$ cat src/rtl/inst_decode_queue_pkg.sv
// ============================================================================
// Module   : inst_decode_queue_pkg
// Brief    : Shared constants, bus widths and state encoding for the IF->ID queue.
// Revision : 1.0 - initial release
// ============================================================================
`default_nettype none

package inst_decode_queue_pkg;

  localparam int c_DEFAULT_DEPTH = 4;
  localparam int c_ADDR_W        = 32;
  localparam int c_INST_W        = 32;

  typedef enum logic [0:0] {
    ST_NORMAL  = 1'b0,
    ST_WAIT_DS = 1'b1
  } dq_state_t;

endpackage

`default_nettype wire

$ cat src/rtl/id_queue_mem.sv
// ============================================================================
// Module   : id_queue_mem
// Brief    : DEPTH x WIDTH register array, one write port, two async read ports.
// Revision : 1.0 - initial release
// ============================================================================
`default_nettype none

module id_queue_mem #(
  parameter  int DEPTH = 4,
  parameter  int WIDTH = 65,
  localparam int PTR_W = $clog2(DEPTH)
) (
  input  logic             clk,
  input  logic             i_wr_en,
  input  logic [PTR_W-1:0] i_wr_ptr,
  input  logic [WIDTH-1:0] i_wr_data,
  input  logic [PTR_W-1:0] i_rd0_ptr,
  output logic [WIDTH-1:0] o_rd0_data,
  input  logic [PTR_W-1:0] i_rd1_ptr,
  output logic [WIDTH-1:0] o_rd1_data
);

  logic [WIDTH-1:0] r_mem [DEPTH];

  // Payload storage carries no reset; occupancy is tracked by the queue control.
  always_ff @(posedge clk) begin
    if (i_wr_en) begin
      r_mem[i_wr_ptr] <= i_wr_data;
    end
  end

  assign o_rd0_data = r_mem[i_rd0_ptr];
  assign o_rd1_data = r_mem[i_rd1_ptr];

endmodule

`default_nettype wire

$ cat src/rtl/inst_decode_queue.sv
// ============================================================================
// Module   : inst_decode_queue
// Brief    : Circular IF->ID instruction queue with branch delay-slot tracking.
//            Optional same-cycle bypass when empty: define ID_QUEUE_BYPASS_EN.
// Revision : 1.0 - initial release
// ============================================================================
`default_nettype none

module inst_decode_queue
  import inst_decode_queue_pkg::*;
#(
  parameter int DEPTH  = c_DEFAULT_DEPTH,
  parameter int ADDR_W = c_ADDR_W,
  parameter int INST_W = c_INST_W
) (
  input  logic                       clk,
  input  logic                       rst,
  input  logic                       in_valid,
  input  logic [ADDR_W-1:0]          in_addr,
  input  logic [INST_W-1:0]          in_inst,
  output logic                       in_ready,
  output logic                       out_valid,
  output logic [ADDR_W-1:0]          out_addr,
  output logic [INST_W-1:0]          out_inst,
  output logic                       out_delayslot_flag,
  input  logic                       id_ready,
  input  logic                       branch_flag,
  input  logic                       flush,
  output logic [$clog2(DEPTH):0]     count
);

  localparam int PTR_W = $clog2(DEPTH);
  localparam int CNT_W = PTR_W + 1;
  localparam int ENT_W = ADDR_W + INST_W + 1;

  localparam logic [CNT_W-1:0] c_FULL    = CNT_W'(DEPTH);
  localparam logic [CNT_W-1:0] c_CNT_ONE = CNT_W'(1);
  localparam logic [CNT_W-1:0] c_CNT_TWO = CNT_W'(2);
  localparam logic [PTR_W-1:0] c_PTR_ONE = PTR_W'(1);

  dq_state_t        r_state, w_state_nxt;
  logic [PTR_W-1:0] r_head, r_tail, w_head_nxt, w_tail_nxt, w_head_p1;
  logic [CNT_W-1:0] r_count, w_count_nxt;

  logic             w_empty, w_push, w_pop, w_bypass, w_bypass_pop;
  logic             w_wr_en;
  logic [PTR_W-1:0] w_wr_ptr;
  logic [ENT_W-1:0] w_wr_data, w_head_ent, w_next_ent;

  id_queue_mem #(
    .DEPTH (DEPTH),
    .WIDTH (ENT_W)
  ) u_mem (
    .clk        (clk),
    .i_wr_en    (w_wr_en),
    .i_wr_ptr   (w_wr_ptr),
    .i_wr_data  (w_wr_data),
    .i_rd0_ptr  (r_head),
    .o_rd0_data (w_head_ent),
    .i_rd1_ptr  (w_head_p1),
    .o_rd1_data (w_next_ent)
  );

  assign w_head_p1 = r_head + c_PTR_ONE;
  assign w_empty   = (r_count == '0);
  assign in_ready  = !rst && (r_count != c_FULL);
  assign w_push    = in_valid && in_ready && !flush;
  assign w_pop     = !w_empty && id_ready;
  assign count     = r_count;

`ifdef ID_QUEUE_BYPASS_EN
  assign w_bypass = w_empty && in_valid && !flush && !rst;
`else
  assign w_bypass = 1'b0;
`endif
  assign w_bypass_pop = w_bypass && id_ready;

  always_comb begin
    out_valid          = !w_empty;
    out_addr           = w_head_ent[ENT_W-1 -: ADDR_W];
    out_inst           = w_head_ent[INST_W:1];
    out_delayslot_flag = w_head_ent[0] && !w_empty;
    if (w_bypass) begin
      out_valid          = 1'b1;
      out_addr           = in_addr;
      out_inst           = in_inst;
      out_delayslot_flag = (r_state == ST_WAIT_DS);
    end
  end

  always_comb begin
    w_state_nxt = r_state;
    w_head_nxt  = r_head;
    w_tail_nxt  = r_tail;
    w_count_nxt = r_count;
    w_wr_en     = 1'b0;
    w_wr_ptr    = r_tail;
    w_wr_data   = {in_addr, in_inst, (r_state == ST_WAIT_DS)};

    if (flush) begin
      w_state_nxt = ST_NORMAL;
      w_head_nxt  = '0;
      w_tail_nxt  = '0;
      w_count_nxt = '0;
    end else if (w_bypass_pop) begin
      // Bypassed word went straight to ID; a taken branch leaves its slot pending.
      w_state_nxt = branch_flag ? ST_WAIT_DS : ST_NORMAL;
    end else if (w_pop && branch_flag) begin
      if (r_count >= c_CNT_TWO) begin
        // Only the delay slot survives; rewrite it in place with ds set.
        w_wr_en     = 1'b1;
        w_wr_ptr    = w_head_p1;
        w_wr_data   = {w_next_ent[ENT_W-1:1], 1'b1};
        w_head_nxt  = w_head_p1;
        w_tail_nxt  = w_head_p1 + c_PTR_ONE;
        w_count_nxt = c_CNT_ONE;
      end else if (w_push) begin
        w_wr_en     = 1'b1;
        w_wr_data   = {in_addr, in_inst, 1'b1};
        w_head_nxt  = w_head_p1;
        w_tail_nxt  = r_tail + c_PTR_ONE;
        w_count_nxt = c_CNT_ONE;
      end else begin
        w_head_nxt  = w_head_p1;
        w_count_nxt = '0;
        w_state_nxt = ST_WAIT_DS;
      end
    end else begin
      if (w_push) begin
        w_wr_en     = 1'b1;
        w_tail_nxt  = r_tail + c_PTR_ONE;
        w_state_nxt = ST_NORMAL;
      end
      if (w_pop) begin
        w_head_nxt = w_head_p1;
      end
      case ({w_push, w_pop})
        2'b10:   w_count_nxt = r_count + c_CNT_ONE;
        2'b01:   w_count_nxt = r_count - c_CNT_ONE;
        default: w_count_nxt = r_count;
      endcase
    end
  end

  always_ff @(posedge clk or posedge rst) begin
    if (rst) begin
      r_state <= ST_NORMAL;
      r_head  <= '0;
      r_tail  <= '0;
      r_count <= '0;
    end else begin
      r_state <= w_state_nxt;
      r_head  <= w_head_nxt;
      r_tail  <= w_tail_nxt;
      r_count <= w_count_nxt;
    end
  end

endmodule

`default_nettype wire

$ cat config.mk
export PLATFORM = sky130hd
export DESIGN_NAME = inst_decode_queue
export DESIGN_NICKNAME = d
export VERILOG_FILES = /design/src/rtl/inst_decode_queue_pkg.sv /design/src/rtl/id_queue_mem.sv /design/src/rtl/inst_decode_queue.sv
export SDC_FILE = /design/constraint.sdc
export NUM_CORES = 1
export LEC_CHECK = 0
export CAP_MARGIN = 25
export CORE_MARGIN = 2
export CORE_UTILIZATION = 42
export CTS_CLUSTER_SIZE = 30
export DETAILED_ROUTE_END_ITERATION = 8
export SETUP_SLACK_MARGIN = 0.5
export SYNTH_ARGS = -nofsm -noshare
export SYNTH_HDL_FRONTEND = slang
export SYNTH_SLANG_ARGS = --single-unit
export TNS_END_PERCENT = 5
$ cat constraint.sdc
create_clock -name clk -period 8.4 [get_ports clk]
set_input_delay 2.52 -clock clk [delete_from_list [all_inputs] [get_ports clk]]
set_output_delay 2.52 -clock clk [all_outputs]
set_load 0.005 [all_outputs]
# == Word-level counts from Yosys, hierarchy flattened ==
# Memories as Yosys holds them, arrays and structs flattened.
# Cells that the tools add are included.
# totals
register_bits,8
latchBits,0
ram_bits,260
mem_bits_ro,0
in_bits,70
elab_cells,60
mem_count,1
# classes
n_addsub,5
mul,0
n_div,0
order_cmp,1
eq_ne,5
shifts,0
mux,30
bitwise_logic,0
n_reduce_logical,14
# mem_list
memory,words,word_bits,rd,rd_clocked_by_memory_dff,wr,line,source
u_mem.r_mem,4,65,2,0,1,id_queue_mem.sv:23,logic [WIDTH-1:0] r_mem [DEPTH];
# op_table
op,count
65-bit two-way mux,3
2-bit two-way mux,10
1-bit two-way mux,14
"3-bit != test, second input constant",3
"2-bit by 1-bit adder with 2-bit output, second input constant",3
1-bit logical AND,6
3-bit two-way mux,2
3-bit one-hot mux with 2 select lines,1
3-bit nonzero test,2
4-bit nonzero test,1
"3-bit by 1-bit adder with 3-bit output, second input constant",1
"3-bit by 2-bit >= comparator with 1-bit output, second input constant",1
1-bit zero test,3
3-bit zero test,1
3-bit AND reduction,1
"3-bit by 1-bit subtractor with 3-bit output, second input constant",1
"2-bit by 1-bit equality test with 1-bit output, second input constant",1
"2-bit equality test, second input constant",1

# == Longest topological paths before layout ==
# logic_depth
ltp_word,10
ltp_mapped,8
mapped_depth_nobuf,7

# == Modules after synthesis ==
# A second synthesis with hierarchy kept.
# unflattened
cells_unflattened,555
hier_area_um2,12625.9
# modules_own_cells
module,instances,cells_each,area_each_um2,seq_area_each_um2
id_queue_mem,1,422,11071.9,7807.5
inst_decode_queue,1,133,1554.0,200.2

# == Least setup slack after synthesis ==
# OpenSTA, ideal clock, no wires.
# synth_timing
kind,input -> register
from,in id_ready
to,mem u_mem.r_mem[0][0] (enable)
setup_time_ns,0.588
t_arrival_ns,7.849
required_time_ns,7.812
setup_slack_ns,-0.037
path_stages,3
path_buffers,0
cell_sequence,o211ai_4 -> or2_2 -> o32ai_1
# synth_via
elab_chain_cells,6
elab_cells_between_ends,8
cone_classes,mux: 6; reduce/logical: 2
# synth_rtl
element,line,source
start: declaration,inst_decode_queue.sv:26,"input logic id_ready,"
1-bit logical AND (*),inst_decode_queue.sv:68,assign w_pop = !w_empty && id_ready;
1-bit logical AND (*),inst_decode_queue.sv:108,end else if (w_pop && branch_flag) begin
1-bit two-way mux,inst_decode_queue.sv:108,
1-bit two-way mux,inst_decode_queue.sv:100,if (flush) begin
1-bit two-way mux,id_queue_mem.sv:27,if (i_wr_en) begin
1-bit two-way mux (not written as such),id_queue_mem.sv:28,r_mem[i_wr_ptr] <= i_wr_data;
end: declaration,id_queue_mem.sv:23,
# Mark *: on every way between the ends. The rest lies on a longest branch, timed or not.

# == Worst setup path after layout ==
# layout_timing
from,in rst
to,out in_ready
# layout_via
elab_chain_cells,2
# layout_rtl
element,line,source
start: declaration,inst_decode_queue.sv:17,"input logic rst,"
1-bit zero test (no source line),n/a,
1-bit logical AND,inst_decode_queue.sv:66,assign in_ready = !rst && (r_count != c_FULL);
end: declaration,inst_decode_queue.sv:21,"output logic in_ready,"
# No other way between the ends.

==> results.py <==
metrics = {
    "placed_design": {
        "place_inst": 1053,
        "io_buffer_count": 139,
        "place.gp.congestion": 0.718,
        "place_area_mm2": 0.0141,
        "dpl.hpwl_mm": 14.8,
    },
    "synth": {
        "synth.avg_cell_area_um2": 22.1,
        "synth_top_area_share_pct": 63.5,
        "ys_types": 41,
        "ys_seq_elements": 268,
        "synth_edf_count": 260,
        "synth_top_area_cell": "edfxtp_1",
        "synthTopCellsByArea": "edfxtp_1 (64%), mux4_2 (24%), mux2_2 (5.3%), dfrtp_1 (1.6%), buf_2 (0.61%)",
        "syn_area_mm2": 0.0123,
        "synthArstFlopShare_pct": 2.99,
        "ys_seq_area_share_pct": 65.1,
        "postSynthCellCount": 556,
        "syn_nets": 628,
        "yosysWarnings": 0,
        "yosys_most_used_dff": "edfxtp_1",
    },
    "critical_path": {
        "required_ns": 5.88,
        "critPathArrivalTime_ns": 3.57,
        "worstPathMaxFanout": 3,
        "end_kind": "primary output",
        "crit_slowest_cell": "clkdlybuf4s50_1",
        "cpPeakStageDelay_ns": 0.51,
        "r2r_slack_ns": 5.68,
        "worstReg2RegStart": "count[1]",
        "r2r_end": "u_mem.r_mem[0][18]",
        "critical_path_class": "input pin to primary output",
        "rr_worst_depth": 4,
        "path_cells": "clkdlybuf4s50_1 -> nor2_1 -> clkdlybuf4s50_1",
        "cpMostUsedCell": "clkdlybuf4s50_1",
        "startpoint_type": "input pin",
    },
    "clock_tree": {
        "post_cts_buffers": 0,
        "insertion_delay_ns": 0.52,
        "cts_tree": "yes",
        "cts-root-buf": "clkbuf_16",
        "cts_num_sinks": 268,
        "ctsLongestPathBuffers": 3,
        "htree_levels": 1,
        "cts_made_buffers": 29,
        "post_cts_resized": 0,
        "ctsHoldBuffers": 0,
        "clkTransAtPathRegs_ns": 0.06,
    },
    "timing": {
        "fmax_mhz": 164,
        "slew_violations": 0,
        "hold_viol_final": 0,
        "grt_setup_unrepaired": "no",
        "min_period_ns": 6.09,
        "period_share_pct": 72.5,
        "setup_tns_ns": 0,
        "slew_headroom_pct": 36.9,
        "skew_ns": 0.00809,
        "setup_viol": 0,
        "tightest_slew_ns": 0.946,
        "whs_ns": 0.540,
    },
    "flow_run": {
        "drv_cap": 0,
    },
    "grt": {
        "grt_overflow_total": 0,
        "grt_pass1_wl_mm": 39.0,
        "grt_usage_pct": 16.3,
        "antenna_found_initial": 2,
        "grt_max_degree": 75,
        "grt_pass1_vias": 6849,
    },
    "cells_and_area": {
        "multi_input_area_mm2": 0.00411,
        "ff_latch_area_mm2": 0.00802,
        "fin_cells": 1102,
        "fin_nets": 772,
        "layout_commonest_cell": "edfxtp_1",
        "fill_cells": 2270,
        "mostFrequentLayoutCells": "edfxtp_1 (260), clkdlybuf4s50_1 (139), mux4_2 (129)",
        "syn_to_final_growth_pct": 21.8,
        "final_area_mm2": 0.0150,
        "layout-drive-gt1-share_pct": 36.1,
    },
    "die": {
        "ioPinCount": 140,
        "row_count": 62,
        "die_y_um": 175,
        "die_area_mm2": 0.0307,
        "die_x_um": 175,
        "core-area_mm2": 0.0288,
        "start_util_pct": 42.7,
    },
    "hold_path": {
        "whs_endpoint": "r_state",
        "worstHoldStart": "r_state",
        "min_path_type": "flop to flop",
        "whs_path_depth": 2,
    },
    "drt": {
        "drt-initial-drc-count": 450,
        "drc": 0,
        "routed_wl_mm": 25.0,
        "vias": 6358,
        "avgRoutedWirePerCell_um": 22.7,
        "antenna_left": 0,
        "drtPass1Iterations": 5,
        "vias_per_cell": 5.77,
    },
    "power": {
        "p_leak_nw": 4.55,
        "vdd_drop_max_uv": 167,
        "p_per_area_mw_per_mm2": 227,
    },
    "status": {
        "status": "completed",
    },
}
[cells by family (layout without fill, tap and decap cells)]
logic type                 count (synthesis)  after routing  share of synthesized area [%]
DFF                                      268            268                           65.1
muxes                                    194            194                           29.7
adders and majority gates                  2              2                          0.265
AOI/OAI and AO/OA                         22             22                           1.45
and+or+nand+nor                           22             22                           1.10
xor gates and xnor gates                   4              4                          0.285
buffers and inverters                     44            205                           2.03
other                                      0              1                              0
[Yosys cell counts (2+ instances only)]
| cell | n |
|---|---|
| or3_1 | 4 |
| mux2_4 | 5 |
| buf_2 | 15 |
| buf_6 | 4 |
| o31ai_1 | 3 |
| edfxtp_1 | 260 |
| buf_4 | 9 |
| a311oi_1 | 2 |
| mux2_2 | 58 |
| mux4_2 | 129 |
| clkbuf_1 | 10 |
| xnor2_1 | 3 |
| or4_1 | 2 |
| nor2_1 | 7 |
| dfrtp_1 | 8 |
| inv_1 | 5 |
| o32ai_1 | 4 |
| o21ai_0 | 4 |
| a21oi_1 | 2 |
[where the power goes]
part,internal [mW],total (mW),switching [mW]
logic,0.407,0.668,0.262
clock network,0.656,1.14,0.482
registers,1.53,1.59,0.0663
total,2.59,3.40,0.809
[area by class of cell]
type | count | area share (%)
inverters | 5 | 0.125
clock buffers | 32 | 4.92
repair buffers | 152 | 10.0
clock inverters | 16 | 0.735
diodes | 1 | 0.0167
flip-flops and latches | 268 | 53.5
well taps | 384 | 3.21
multi-input cells | 244 | 27.4
[critical path: cells and delay by family]
kind | cells | cell delay (ns)
buf+inv | 2 | 0.95
simple gates | 1 | 0.11
[per-stage QoR]
stage | setup WS (ns) | total power, mW | util [%]
6_report | 2.31 | 3.40 | 52.0
2_1_floorplan | -0.0370 | 2.00 | -
5_1_grt | 2.27 | 3.54 | 52.0
3_5_place_dp | 2.30 | 2.30 | 49.1
3_3_place_gp | 2.28 | 2.28 | 49.1
4_1_cts | 2.30 | 3.44 | 52.0
[worst max-delay path by stage]
stage / startpoint / to / slack (ns) / cells after the start
2_1_floorplan: id_ready / u_mem.r_mem[0][0] / -0.04 / 3
3_3_place_gp: rst / in_ready / 2.28 / 3
3_5_place_dp: rst / in_ready / 2.30 / 3
4_1_cts: rst / in_ready / 2.30 / 3
5_1_grt: rst / in_ready / 2.27 / 3
6_report: rst / in_ready / 2.31 / 3
[routing by layer]
layer | share of wire [%] | track usage (%) | routed length (um)
met3 | 6.1 | 4.16 | 1510
met5 | 0.12 | 0 | 30
met1 | 42 | 21.8 | 10500
met2 | 50 | 27.4 | 12500
met4 | 1.9 | 3.16 | 463
[sequential cells by signal, summed over array words and instances (netlist names)]
name         count
r_state          1
r_head           2
r_tail           2
count            3
u_mem.r_mem    260
(Power assumes the default switching activity.)
